## src/rtl/pipe_stage_reg.sv

```systemverilog
// pipe_stage_reg: parametrised pipeline stage register with valid, stall hold, bubble gating and flush.
// Optional saturating performance counters are enabled by defining PIPE_PERF_CNT_EN.
module pipe_stage_reg #(
  parameter int          PAYLOAD_W = 160,
  parameter logic [31:0] RESET_PC  = 32'h00003000,
  parameter logic [31:0] FLUSH_PC  = 32'h00000000,
  parameter int          CNT_W     = 32
) (
  input  logic                 clk,
  input  logic                 reset,
  input  logic                 IntReq,
  input  logic                 ExcReq,
  input  logic                 stall,
  input  logic                 valid_i,
  input  logic [31:0]          Instr_i,
  input  logic [31:0]          PC_i,
  input  logic [4:0]           RFWA_i,
  input  logic                 bd_i,
  input  logic [PAYLOAD_W-1:0] payload_i,
  output logic                 valid_o,
  output logic [31:0]          Instr_o,
  output logic [31:0]          PC_o,
  output logic [4:0]           RFWA_o,
  output logic                 bd_o,
  output logic [PAYLOAD_W-1:0] payload_o,
  output logic [CNT_W-1:0]     retire_cnt,
  output logic [CNT_W-1:0]     bubble_cnt,
  output logic [CNT_W-1:0]     stall_cnt
);
  logic                 flush, load;
  logic                 valid_q, valid_d, bd_q, bd_d;
  logic [31:0]          instr_q, instr_d, pc_q, pc_d;
  logic [4:0]           rfwa_q, rfwa_d;
  logic [PAYLOAD_W-1:0] payload_q, payload_d;
  assign flush = IntReq | ExcReq;
  assign load  = !flush && !stall;
  // Bubbles keep PC_i for EPC reporting but zero everything else, so RFWA never matches when invalid.
  always_comb begin
    valid_d   = flush ? 1'b0 : stall ? valid_q : valid_i;
    instr_d   = flush ? '0 : stall ? instr_q : valid_i ? Instr_i : '0;
    pc_d      = flush ? FLUSH_PC : stall ? pc_q : PC_i;
    rfwa_d    = flush ? '0 : stall ? rfwa_q : valid_i ? RFWA_i : '0;
    bd_d      = flush ? 1'b0 : stall ? bd_q : valid_i & bd_i;
    payload_d = flush ? '0 : stall ? payload_q : valid_i ? payload_i : '0;
  end
  always_ff @(posedge clk) begin
    if (reset) begin
      valid_q   <= 1'b0;
      instr_q   <= '0;
      pc_q      <= RESET_PC;
      rfwa_q    <= '0;
      bd_q      <= 1'b0;
      payload_q <= '0;
    end else begin
      valid_q   <= valid_d;
      instr_q   <= instr_d;
      pc_q      <= pc_d;
      rfwa_q    <= rfwa_d;
      bd_q      <= bd_d;
      payload_q <= payload_d;
    end
  end
  assign valid_o   = valid_q;
  assign Instr_o   = instr_q;
  assign PC_o      = pc_q;
  assign RFWA_o    = rfwa_q;
  assign bd_o      = bd_q;
  assign payload_o = payload_q;
`ifdef PIPE_PERF_CNT_EN
  logic [CNT_W-1:0] retire_q, retire_d, bubble_q, bubble_d, stall_q, stall_d;
  always_comb begin
    retire_d = (load && valid_i && ~&retire_q) ? retire_q + CNT_W'(1) : retire_q;
    bubble_d = ((flush || (load && !valid_i)) && ~&bubble_q) ? bubble_q + CNT_W'(1) : bubble_q;
    stall_d  = (!flush && stall && ~&stall_q) ? stall_q + CNT_W'(1) : stall_q;
  end
  always_ff @(posedge clk) begin
    if (reset) begin
      retire_q <= '0;
      bubble_q <= '0;
      stall_q  <= '0;
    end else begin
      retire_q <= retire_d;
      bubble_q <= bubble_d;
      stall_q  <= stall_d;
    end
  end
  assign retire_cnt = retire_q;
  assign bubble_cnt = bubble_q;
  assign stall_cnt  = stall_q;
`else
  assign retire_cnt = '0;
  assign bubble_cnt = '0;
  assign stall_cnt  = '0;
`endif
endmodule

```

## config.mk

```make
export PLATFORM = sky130hd
export DESIGN_NAME = pipe_stage_reg
export DESIGN_NICKNAME = d
export VERILOG_FILES = /design/src/rtl/pipe_stage_reg.sv
export SDC_FILE = /design/constraint.sdc
export NUM_CORES = 1
export LEC_CHECK = 0
export ABC_AREA = 1
export CAP_MARGIN = 20
export CELL_PAD_IN_SITES_DETAIL_PLACEMENT = 1
export CELL_PAD_IN_SITES_GLOBAL_PLACEMENT = 1
export CORE_AREA = 5 5 213 215
export DETAILED_ROUTE_END_ITERATION = 16
export DIE_AREA = 0 0 218 220
export PLACE_DENSITY_LB_ADDON = 0.1
export SLEW_MARGIN = 5
export SYNTH_ARGS = -nofsm -noshare
export SYNTH_HDL_FRONTEND = slang
export SYNTH_SLANG_ARGS = --single-unit
```

## constraint.sdc

```tcl
create_clock -name clk -period 1.1 [get_ports clk]
set_input_delay 0.165 -clock clk [delete_from_list [all_inputs] [get_ports clk]]
set_output_delay 0.165 -clock clk [all_outputs]
set_load 0.005 [all_outputs]
```

==> metrics.txt <==
vias after detailed routing between 9000 and 10000; Final Worst Setup Slack -0.08087 ns; Layout fillers around 5000; RSZ-0062 raised after global routing yes; Iter 0 DRT Violations between 300 and 400; CP delay by family, top flip-flops; num ports between 500 and 600; outcome finished with violations; maximum clock path buffer count 3; # DRC 0; Max Cap Viol 0; clock slew seen by the registers of the worst setup and hold paths 0.06 ns; fin cells 2218; number of global-route vias before repair 9378; number of synthesized register bits 231; Inst Count DP 2139; failing checks setup timing; largest net degree at the start of global routing 48; GP Congestion roughly 0.73; CTS tree built; Post-DP Area 14380 sq um; pwr dens 1323 nW/um^2; Crit-path slowest cell dfxtp_2; Final Util 36.77%; fin nets 1840; CP bufs+invs 1; Crit. End Element output pin; gr usage total 16.06%; Leak 6.200 nW; worst hold path type in -> reg; Final setup viols 231; Synth cell types 16; Largest stage delay, worst path 0.35 ns; initial antenna violation count 4; Clk Latency, worst-skew pair around 0.55 ns; Routed WL about 42 mm; area of the multi-input gates 3596 sq um; grt ovf 0; DP Wirelength approximately 31 mm; peak supply drop 1.045 mV; cells after synthesis 1127; largest fanout on the critical path 2; Layout area overhead 72.06%; Crit path arrival time 1.02 ns; Die W 218 um; root buffer cell clkbuf_16; Die Y around 220 um; post-route ant nets 0; DRT Pass-1 Iters 4; Pwr Total around 21 mW; Clock Sinks 231; share of layout cells above drive strength 1 37.23%; synthesized area per cell between 8 and 9 sq um; most frequent cells in the layout nand2_1 (262), clkdlybuf4s50_1 (233), dfxtp_2 (231); register area share after synthesis 49.70%; die area about 48000 sq um; Reg area 4913 sq um; fmax 0.8468 GHz; WS Path Type reg -> out; H-tree levels 1; Worst Skew 0 ns; Final period util 107.4%; Synth Warn # 0; Pins Over Slew Limit 0; number of port buffers between 400 and 500; first-pass GRT wire length between 60 and 70 mm; dpl ws -0.4391 ns; cell area after layout 16010 sq um; initial core utilization 21.37%; Yosys top cell area share 49.70%; Hold Fails Final Rpt 0; Num CTS Buffers 30; most area-consuming cells after synthesis dfxtp_1 (50%), a21oi_1 (12%), nand3_1 (11%); Required @ worst endpoint 0.94 ns; core region area 43550 sq um; most common cell after layout, fill and taps aside nand2_1; post-synth top area cell dfxtp_1; row cnt 77; Final min period 1.181 ns; synthesized cell area 9305 sq um; Routed WL per cell 18.90 um; CP Cell Sequence buf_2; Via density 4.154; CP Launch Type flop
## cell usage after synthesis
library cell	instances
nand2_1	262
dfxtp_1	231
a21oi_1	214
nand3_1	202
buf_4	120
buf_2	33
buf_6	29
a21oi_2	15
clkbuf_1	10
inv_1	3
buf_1	2
nor2_1	2
conb_1	1
inv_4	1
nand2_2	1
nor2_4	1
## routing by layer
layer  global-route usage (%)  share of wire, %  vias to the layer above
met3                    7.474                10                       51
met4                    3.014               1.8                        4
met1                    19.73                42                     4323
met5                        0             0.033                        -
li1                         -                 -                     4516
met2                    26.10                46                      319
## stage by stage
stage               hold slack, ns  setup TNS (ns)
finish                     0.05148          -12.42
CTS                        0.01309          -23.46
detailed placement          0.4519          -87.05
floorplan                   0.3054               0
global route               0.03414          -24.98
global placement            0.4479          -83.92
## what timing repair did
item,in CTS,in global routing
hold endpoints to repair,2,0
buffers inserted,9,15
hold buffers,1,0
resized for setup,1335,35
setup endpoints to repair,231,231
## state kept, by name (all words and copies together) (netlist names)
name       flops
Instr_o       32
RFWA_o         5
PC_o          32
valid_o        1
bd_o           1
payload_o    160
## where the power goes
| group | internal, mW | leakage, nW | switching (mW) | total (mW) |
|---|---|---|---|---|
| Sequential | 8.49 | 1.98 | 0.0720 | 8.56 |
| Combinational | 1.31 | 3.71 | 1.03 | 2.34 |
| Clock | 6.42 | 0.511 | 3.85 | 10.3 |
## cells by family after synthesis
group / synth area share [%]
and+or+nand+nor: 21.70
DFF: 49.70
buffers and inverters: 15.64
AOI/OAI and AO/OA: 12.92
other: 0.04030
## area by class of cell
type	count	area share [%]
flip-flops and latches	231	30.69
diodes	1	0.01563
well taps	592	4.626
repair buffers	544	35.60
multi-input cells	793	22.46
inverters	4	0.1250
clock buffers	47	5.783
clock inverters	6	0.6955
## final timing paths
kind | start | depth (start not counted) | endpoint | slack, ns
worst max-delay path | PC_o[6] | 1 | PC_o[6] | -0.08
worst min-delay path | stall | 4 | valid_o | 0.05
worst max register to register | payload_o[154] | 4 | payload_o[154] | 0.29
worst min register to register | Instr_o[4] | 2 | Instr_o[4] | 0.46
No activity file was read; power rests on OpenSTA's default activity.
